===== src/rtl/wrr_burst_arbiter.sv =====
// Weighted round-robin arbiter: a granted client holds the shared port for up to
// its weight in counted beats (or until it drops req), then priority rotates.
module wrr_burst_arbiter #(
  parameter int NUM_CLIENTS = 4,
  parameter int WEIGHT_W    = 4
) (
  input  logic                            clk,
  input  logic                            rst_n,
  input  logic [NUM_CLIENTS-1:0]          req,
  input  logic [NUM_CLIENTS-1:0]          beat,
  input  logic [NUM_CLIENTS*WEIGHT_W-1:0] weight,
  output logic [NUM_CLIENTS-1:0]          grant,
  output logic                            grant_valid,
  output logic [$clog2(NUM_CLIENTS)-1:0]  grant_id
);

  localparam int IDW = $clog2(NUM_CLIENTS);

  typedef enum logic [0:0] {
    IDLE  = 1'b0,
    GRANT = 1'b1
  } state_t;

  state_t                 state_q, state_d;
  logic [IDW-1:0]         ptr_q, ptr_d;
  logic [WEIGHT_W-1:0]    qcnt_q, qcnt_d;
  logic [NUM_CLIENTS-1:0] grant_q, grant_d;
  logic [IDW-1:0]         grant_id_q, grant_id_d;
  logic                   grant_valid_q, grant_valid_d;

  logic                   any_req_s;
  logic                   counted_s;
  logic                   release_s;
  logic [IDW-1:0]         next_ptr_s;
  logic [IDW-1:0]         sel_idle_s;
  logic [IDW-1:0]         sel_next_s;

  // First requester at or after p, wrapping past the last client.
  function automatic logic [IDW-1:0] sel_f(input logic [NUM_CLIENTS-1:0] r,
                                           input logic [IDW-1:0] p);
    logic [IDW-1:0] res;
    logic [IDW-1:0] idx;
    logic [IDW:0]   sum;
    logic           found;
    res   = {IDW{1'b0}};
    found = 1'b0;
    for (int k = 0; k < NUM_CLIENTS; k++) begin
      sum = {1'b0, p} + (IDW+1)'(k);
      if (sum >= (IDW+1)'(NUM_CLIENTS)) begin
        sum = sum - (IDW+1)'(NUM_CLIENTS);
      end
      idx = sum[IDW-1:0];
      if (!found && r[idx]) begin
        res   = idx;
        found = 1'b1;
      end
    end
    return res;
  endfunction

  // Quantum of client g; a zero weight still buys one beat.
  function automatic logic [WEIGHT_W-1:0] quantum_f(input logic [NUM_CLIENTS*WEIGHT_W-1:0] w,
                                                    input logic [IDW-1:0] g);
    logic [WEIGHT_W-1:0] v;
    v = {WEIGHT_W{1'b0}};
    for (int i = 0; i < NUM_CLIENTS; i++) begin
      if (IDW'(i) == g) begin
        v = w[i*WEIGHT_W +: WEIGHT_W];
      end
    end
    if (v == {WEIGHT_W{1'b0}}) begin
      v = {{(WEIGHT_W-1){1'b0}}, 1'b1};
    end
    return v;
  endfunction

  function automatic logic [NUM_CLIENTS-1:0] onehot_f(input logic [IDW-1:0] g);
    return {{(NUM_CLIENTS-1){1'b0}}, 1'b1} << g;
  endfunction

  // Release detection and candidate selection for both the idle and hand-over paths.
  always_comb begin
    any_req_s  = |req;
    counted_s  = beat[grant_id_q] & req[grant_id_q];
    release_s  = ~req[grant_id_q] | (counted_s & (qcnt_q == {{(WEIGHT_W-1){1'b0}}, 1'b1}));
    if (grant_id_q == IDW'(NUM_CLIENTS - 1)) begin
      next_ptr_s = {IDW{1'b0}};
    end else begin
      next_ptr_s = grant_id_q + IDW'(1);
    end
    sel_idle_s = sel_f(req, ptr_q);
    sel_next_s = sel_f(req, next_ptr_s);
  end

  // Next-state and next-grant logic.
  always_comb begin
    state_d       = state_q;
    ptr_d         = ptr_q;
    qcnt_d        = qcnt_q;
    grant_d       = grant_q;
    grant_id_d    = grant_id_q;
    grant_valid_d = grant_valid_q;
    case (state_q)
      IDLE: begin
        if (any_req_s) begin
          state_d       = GRANT;
          grant_d       = onehot_f(sel_idle_s);
          grant_id_d    = sel_idle_s;
          grant_valid_d = 1'b1;
          qcnt_d        = quantum_f(weight, sel_idle_s);
        end else begin
          grant_d       = {NUM_CLIENTS{1'b0}};
          grant_id_d    = {IDW{1'b0}};
          grant_valid_d = 1'b0;
        end
      end
      GRANT: begin
        if (release_s) begin
          ptr_d = next_ptr_s;
          // Hand over on the same edge; a lone requester is re-granted here.
          if (any_req_s) begin
            grant_d       = onehot_f(sel_next_s);
            grant_id_d    = sel_next_s;
            grant_valid_d = 1'b1;
            qcnt_d        = quantum_f(weight, sel_next_s);
          end else begin
            state_d       = IDLE;
            grant_d       = {NUM_CLIENTS{1'b0}};
            grant_id_d    = {IDW{1'b0}};
            grant_valid_d = 1'b0;
            qcnt_d        = {WEIGHT_W{1'b0}};
          end
        end else if (counted_s) begin
          qcnt_d = qcnt_q - {{(WEIGHT_W-1){1'b0}}, 1'b1};
        end else begin
          qcnt_d = qcnt_q;
        end
      end
      default: begin
        state_d       = IDLE;
        ptr_d         = {IDW{1'b0}};
        qcnt_d        = {WEIGHT_W{1'b0}};
        grant_d       = {NUM_CLIENTS{1'b0}};
        grant_id_d    = {IDW{1'b0}};
        grant_valid_d = 1'b0;
      end
    endcase
  end

  // State and output registers.
  always_ff @(posedge clk or negedge rst_n) begin
    if (!rst_n) begin
      state_q       <= IDLE;
      ptr_q         <= {IDW{1'b0}};
      qcnt_q        <= {WEIGHT_W{1'b0}};
      grant_q       <= {NUM_CLIENTS{1'b0}};
      grant_id_q    <= {IDW{1'b0}};
      grant_valid_q <= 1'b0;
    end else begin
      state_q       <= state_d;
      ptr_q         <= ptr_d;
      qcnt_q        <= qcnt_d;
      grant_q       <= grant_d;
      grant_id_q    <= grant_id_d;
      grant_valid_q <= grant_valid_d;
    end
  end

  assign grant       = grant_q;
  assign grant_valid = grant_valid_q;
  assign grant_id    = grant_id_q;

endmodule


===== config.mk =====
export PLATFORM = sky130hd
export DESIGN_NAME = wrr_burst_arbiter
export DESIGN_NICKNAME = d
export VERILOG_FILES = /design/src/rtl/wrr_burst_arbiter.sv
export SDC_FILE = /design/constraint.sdc
export NUM_CORES = 1
export LEC_CHECK = 0
export ABC_CLOCK_PERIOD_IN_PS = 2700
export CORE_MARGIN = 2
export CORE_UTILIZATION = 46
export DETAILED_ROUTE_END_ITERATION = 12
export GPL_ROUTABILITY_DRIVEN = 0
export PLACE_DENSITY_LB_ADDON = 0.3
export SETUP_SLACK_MARGIN = 0.1
export SLEW_MARGIN = 0
export SYNTH_ARGS = -nofsm -noshare
export SYNTH_HDL_FRONTEND = slang
export SYNTH_SLANG_ARGS = --single-unit

===== constraint.sdc =====
create_clock -name clk -period 2.7 [get_ports clk]
set_input_delay 0.54 -clock clk [delete_from_list [all_inputs] [get_ports clk]]
set_output_delay 0.54 -clock clk [all_outputs]
set_load 0.005 [all_outputs]

### Word-level counts from Yosys, hierarchy flattened

Cells that the tools add are included.

| storage, ports and cells | value |
|---|---|
| flip-flop bits (word level) | 14 |
| logic and storage cells | 152 |
| output and inout bits | 7 |
| bits of input ports | 26 |

| operators by class | value |
|---|---|
| $add $sub $neg | 16 |
| multiplexer cells | 76 |
| shift-type cells | 2 |
| reduce and logical (&&, ||, !) cells | 19 |
| eq/ne operators | 11 |
| $lt $le $gt $ge | 17 |
| bitwise gates (word level) | 5 |

Operator list:

| kind | number |
|---|---|
| $mux 4 | 22 |
| $mux 2 | 20 |
| $lt 2x3->1 const B | 9 |
| $bmux 1 s2 | 10 |
| $mux 1 | 19 |
| $ge 3x3->1 const B | 6 |
| $pmux 4 s2 | 2 |
| $sub 2x1->2 const B | 8 |
| $add 2x2->3 const B | 4 |
| $eq 2x2->1 const A | 4 |
| $logic_not 4->1 | 2 |
| $shl 1x2->4 const A | 2 |
| $add 2x1->3 const B | 2 |
| $ge 2x3->1 const B | 2 |
| $logic_and 1x1->1 | 6 |
| $logic_not 1->1 | 6 |
| $eq 1x2->1 const A | 2 |
| $eq 4x1->1 const B | 1 |
| $logic_not 2->1 | 2 |
| $pmux 1 s2 | 2 |
| $pmux 2 s2 | 1 |
| $reduce_and 2->1 | 2 |
| $reduce_or 4->1 | 1 |
| $sub 4x1->4 const B | 1 |
| other kinds (8) | 10 |

### Longest topological paths before layout

| logic depth | value |
|---|---|
| depth after elaboration | 29 |
| depth in mapped cells | 11 |
| gate-level depth less buffers | 9 |

### Worst setup path after synthesis

OpenSTA, ideal clock, no wires.

| path | value |
|---|---|
| path kind | register -> register |
| from | reg grant_id_q[0] (netlist: grant_id[0]) |
| to | reg qcnt_q[2] |
| cell stages (with the launch flop) | 11 |
| setup slack | -0.121 ns |
| library setup time | 0.141 ns |
| path buffers | 1 |
| arrival | 2.680 ns |
| period minus slack after synthesis | 2.821 ns |
| required time | 2.559 ns |
| path through | dfrtp_1 > buf_6 > inv_1 > ha_1 > or3_1 > and2_4 > a32o_2 > a221o_1 > a221oi_1 > or3b_1 > a31oi_1 |

| on the way | value |
|---|---|
| cells in the longest elaborated chain, start to end | 29 |
| elaborated cells between the ends (all ways) | 65 |
| those cells by class | add/sub (8); order compare (4); eq/ne (5); mux (35); bitwise (4); reduce/logical (9) |

RTL lines:

| what | line | source |
|---|---|---|
| from (decl) | 28 | `logic [IDW-1:0] grant_id_q, grant_id_d;` |
| from (signal assigned) | 157 | `grant_id_q <= {IDW{1'b0}};` |
| from (signal assigned) | 164 | `grant_id_q <= grant_id_d;` |
| $add 2x1->2 or $eq 2x2->1 (tied branches) | 89, 86 |  |
| $mux 2 * | 86 | `if (grant_id_q == IDW'(NUM_CLIENTS - 1)) begin` |
| net next_ptr_s[1] | 34 | `logic [IDW-1:0] next_ptr_s;` |
| parallel branches: the longest is 13 deep, another holds $add 2x1->3 | -- |  |
| $mux 2 * | 53 | `if (!found && r[idx]) begin` |
| $logic_not 2->1 | 67 | `if (IDW'(i) == g) begin` |
| $mux 4 (3 in series) | 67 |  |
| $mux 4 * | 67 |  |
| $mux 4 * | 121 | `if (any_req_s) begin` |
| $mux 4 * | 118 | `if (release_s) begin` |
| $mux 4 * | 103 | `case (state_q)` |
| $logic_not 4->1 | 71 | `if (v == {WEIGHT_W{1'b0}}) begin` |
| $mux 4 * | 71 |  |
| $mux 4 * | 121 |  |
| $mux 4 * | 118 |  |
| $pmux 4 s2 * | 103 |  |
| to (signal assigned) | 155 | `qcnt_q <= {WEIGHT_W{1'b0}};` |
| to (signal assigned) | 162 | `qcnt_q <= qcnt_d;` |
| to (decl) | 26 | `logic [WEIGHT_W-1:0] qcnt_q, qcnt_d;` |

Mark *: on every way through the listed nets, which the timed path passes. The select of a mux whose other input is x is not followed.
A chain may end at the register's enable or synchronous reset.

### Worst setup path in the final report

| path | value |
|---|---|
| from | reg grant_id_q[0] (netlist: grant_id[0]) |
| to | reg qcnt_q[3] |

| on the way | value |
|---|---|
| cells in the longest elaborated chain, start to end | 29 |
| elaborated cells between the ends (all ways) | 65 |
| those cells by class | add/sub (8); order compare (4); eq/ne (5); mux (35); bitwise (4); reduce/logical (9) |

RTL lines:

| what |
|---|
| parallel branches: the longest is 29 deep, another holds $add 2x1->3 |

Several ways; the timed one is not identified. The select of a mux whose other input is x is not followed.

==> summary.md <==
| Metric | Value |
|---|---|
| Status | `completed` |
| Post-synthesis cell count | `about 170` |
| Main area contributors after synthesis | `dfrtp_1 23%, mux4_2 9.0%, ha_1 4.2%` |
| Kind of critical path | `reg -> reg` |
| Ys async rst share | `100%` |
| Leakage | `slightly above 0.0009 uW` |
| Register bit total from synthesis | `14` |
| Synth Warn # | `0` |
| Setup TNS | `0 ps` |
| Worst clock skew | `between 1.5 and 2 ps` |
| Distinct cells, synth | `52` |
| Dpl ws | `-290 ps` |
| Final setup vio count | `0` |
| Hold Crit Start | `grant[3]$_DFFE_PN0P_` |
| Post-Route WL | `approximately 4.7 mm` |
| Worst Path Max Fanout | `13` |
| Avg Inst Size Synth | `about 9 sq um` |
| Pin count of the biggest net entering global routing | `23` |
| Max-slew headroom | `between 50% and 60%` |
| Clock sink count | `14` |
| Register area share after synthesis | `a little under a quarter` |
| Max Used Layer | `met4` |
| Hold path depth | `2` |
| Clk Latency, worst-skew pair | `a little under 300 ps` |
| Syn Nets | `197` |
| Max Cap Viol | `0` |
| Std-Cell Core Area | `around 0.0031 sq mm` |
| PortBufs | `32` |
| RSZ-0062 raised after global routing | `true` |
| Met3 WL | `318 um` |
| Vias/cell | `approximately 6.2` |
| Grt total ovfl | `0` |
| Final Hold Violating Endpoints | `0` |
| R2R depth | `9` |
| Post-route met1 wirelength | `~1.8 mm` |
| Num CTS Buffers | `3` |
| Shortest period the worst path allows | `between 2000 and 3000 ps` |
| Least-Margin Pin Slew | `608 ps` |
| Post-DP HPWL | `around 3.8 mm` |
| First-pass GRT wire length | `approximately 7.5 mm` |
| Worst-path clk slew | `roughly 80 ps` |
| DR WL/cell | `17.4 um` |
| Hold Crit Class | `reg -> reg` |
| Die area | `around 0.0037 sq mm` |
| Main synth FF type | `dfrtp_1` |
| CP startpoint kind | `flip-flop` |
| CTS Hold Buffers Added | `0` |
| H-Tree Depth | `1` |
| Clk root buf | `clkbuf_4` |
| GRT Total Usage | `between 20% and 30%` |
| Synth area leader | `dfrtp_1` |
| Endpoint type of the worst setup path | `flip-flop` |
| Die W | `~60 um` |
| PD cells | `roughly 1300 mW/mm^2` |
| R2R Path Start | `grant_id[0]$_DFFE_PN0P_` |
| Initial DRC Count | `127` |
| Initial antenna violation count | `0` |
| Fmax | `0.373 GHz` |
| Final Slew Violations | `0` |
| Final Cell Area | `roughly 0.0022 sq mm` |
| Critical R2R Capture | `qcnt_q[3]$_DFFE_PN0P_` |
| Share of cells above drive strength 1 | `around a third` |
| Placed inst area | `between 0.002 and 0.0025 sq mm` |
| Final hold slack | `approximately 490 ps` |
| Number of cell rows | `20` |
| Clock Tree Buf Depth | `2` |
| Syn Std Cell Area | `0.00150 sq mm` |
| N_diodes | `0` |
| Syn-to-layout area delta | `46.7%` |
| Fin util | `a little under three quarters` |
| Crit share post-route | `roughly 99%` |
| WHS Endpoint | `grant[3]$_DFFE_PN0P_` |
| I/O Pins | `33` |
| TritonCTS clock tree | `done` |
| Reg-to-reg slack, setup | `between 15 and 20 ps` |
| Yosys top cell area share | `a little under a quarter` |
| Met2 routed WL | `~2.4 mm` |
| Drt pass-1 iters | `8` |
| Nets | `260` |
| Fill cell count | `between 200 and 250` |
| Die height | `a little over 60 um` |
| WP data arrival | `2880 ps` |
| Worst Path Required | `about 2900 ps` |
| Number of synthesized flops with an enable pin | `0` |
| Detailed-route via count | `roughly 1700` |
| Vias in the first global route | `roughly 1600` |
| Post-route antenna net violation count | `0` |
| Starting Density | `between 40% and 50%` |
| Final Worst Setup Slack | `around 18 ps` |
| Drc violations | `0` |
| Max VDD drop | `between 700 and 800 uV` |
worst max path at each step:
stage	startpoint	to
after global placement	req[1]	qcnt_q[0]$_DFFE_PN0P_
after global routing	grant_id[0]$_DFFE_PN0P_	qcnt_q[0]$_DFFE_PN0P_
after floorplan	grant_id[0]$_DFFE_PN0P_	qcnt_q[2]$_DFFE_PN0P_
after CTS	req[2]	qcnt_q[3]$_DFFE_PN0P_
final	grant_id[0]$_DFFE_PN0P_	qcnt_q[3]$_DFFE_PN0P_
after detailed placement	req[1]	qcnt_q[0]$_DFFE_PN0P_
per-layer routing:
metal  vias up  global-route usage [%]
met5         -                       0
met4         0                    15.2
met3        25                    5.25
met2        98                    48.3
met1       804                    31.5
li1        772                       -
cell families after synthesis:
| family | after synthesis | synth area share [%] |
|---|---|---|
| buffers and inverters | 21 | 6.02 |
| adder cells (fa/ha/maj) | 5 | 4.18 |
| multiplexers | 17 | 16.8 |
| flip-flops | 14 | 23.4 |
| XOR/XNOR | 2 | 1.17 |
| AO/OA/AOI/OAI | 57 | 30.9 |
| AND/OR/NAND/NOR | 50 | 17.6 |
power breakdown:
group,total (uW),switching [uW],internal [uW]
registers,412,100,312
clock network,153,70.8,82.3
logic,2260,1120,1140
worst max-delay path: stages, from the launching register on:
cell       delay, ps
dfrtp_2          460
buf_4            210
or3_4            400
and2_4           170
a32o_2           270
a221oi_4         210
buf_4            180
a2111oi_4         40
or3b_1           400
a31oi_1          240
layout by cell type (no fill, tap or decap), types with 3 or more instances in the layout:
master	instances
nor2_1	13
clkdlybuf4s50_1	30
mux4_2	6
mux2_2	5
nand4_1	3
clkbuf_4	3
nor3_1	4
a31oi_1	4
nor2_2	3
ha_1	3
nand2_1	7
a21oi_1	8
inv_1	8
o22ai_1	5
nand3_1	4
o211ai_1	4
o21ai_0	9
mux2i_1	6
or3b_1	3
buf_4	36
dfrtp_1	12
Yosys cell counts, types with 2 or more instances:
cell,n
nor2_1,15
dfrtp_1,14
inv_1,11
o21ai_0,9
a21oi_1,8
nand2_1,7
mux2i_1,6
mux4_2,6
clkbuf_1,5
ha_1,5
mux2_2,5
o22ai_1,5
a21boi_0,4
a31oi_1,4
nand3_1,4
nor3_1,4
o211ai_1,4
buf_2,3
nand4_1,3
or3_1,3
or3b_1,3
a2111oi_1,2
a211oi_1,2
a221oi_1,2
a221oi_4,2
a32oi_1,2
or2_2,2
xor2_1,2
layout make-up:
cell class	instances	area (sq um)	share of cell area [%]
Tap cell	44	55.1	2.51
Clock buffer	4	36.3	1.65
Sequential cell	14	353	16.1
Multi-Input combinational cell	131	1120	51.0
Timing Repair Buffer	68	588	26.8
Inverter	11	43.8	1.99
repair_timing:
action,4_1_cts,5_1_grt
cloned,0,0
pin swaps,9,2
endpoints found under the setup margin,7,9
resized for setup,9,5
setup buffers,5,2
registers in the layout, summed over array words and instances, names as in the netlist:
register,flops
state_q,1
grant_valid,1
ptr_q,2
qcnt_q,4
grant,4
grant_id,2
per-stage QoR:
stage / power (uW) / cells
CTS: 2710 / 270
finish: 2820 / 272
detailed placement: 2450 / 261
floorplan: 1760 / 166
global route: 3050 / 272
global placement: 2360 / 261
Note: power is estimated with default switching activity, not from simulation.
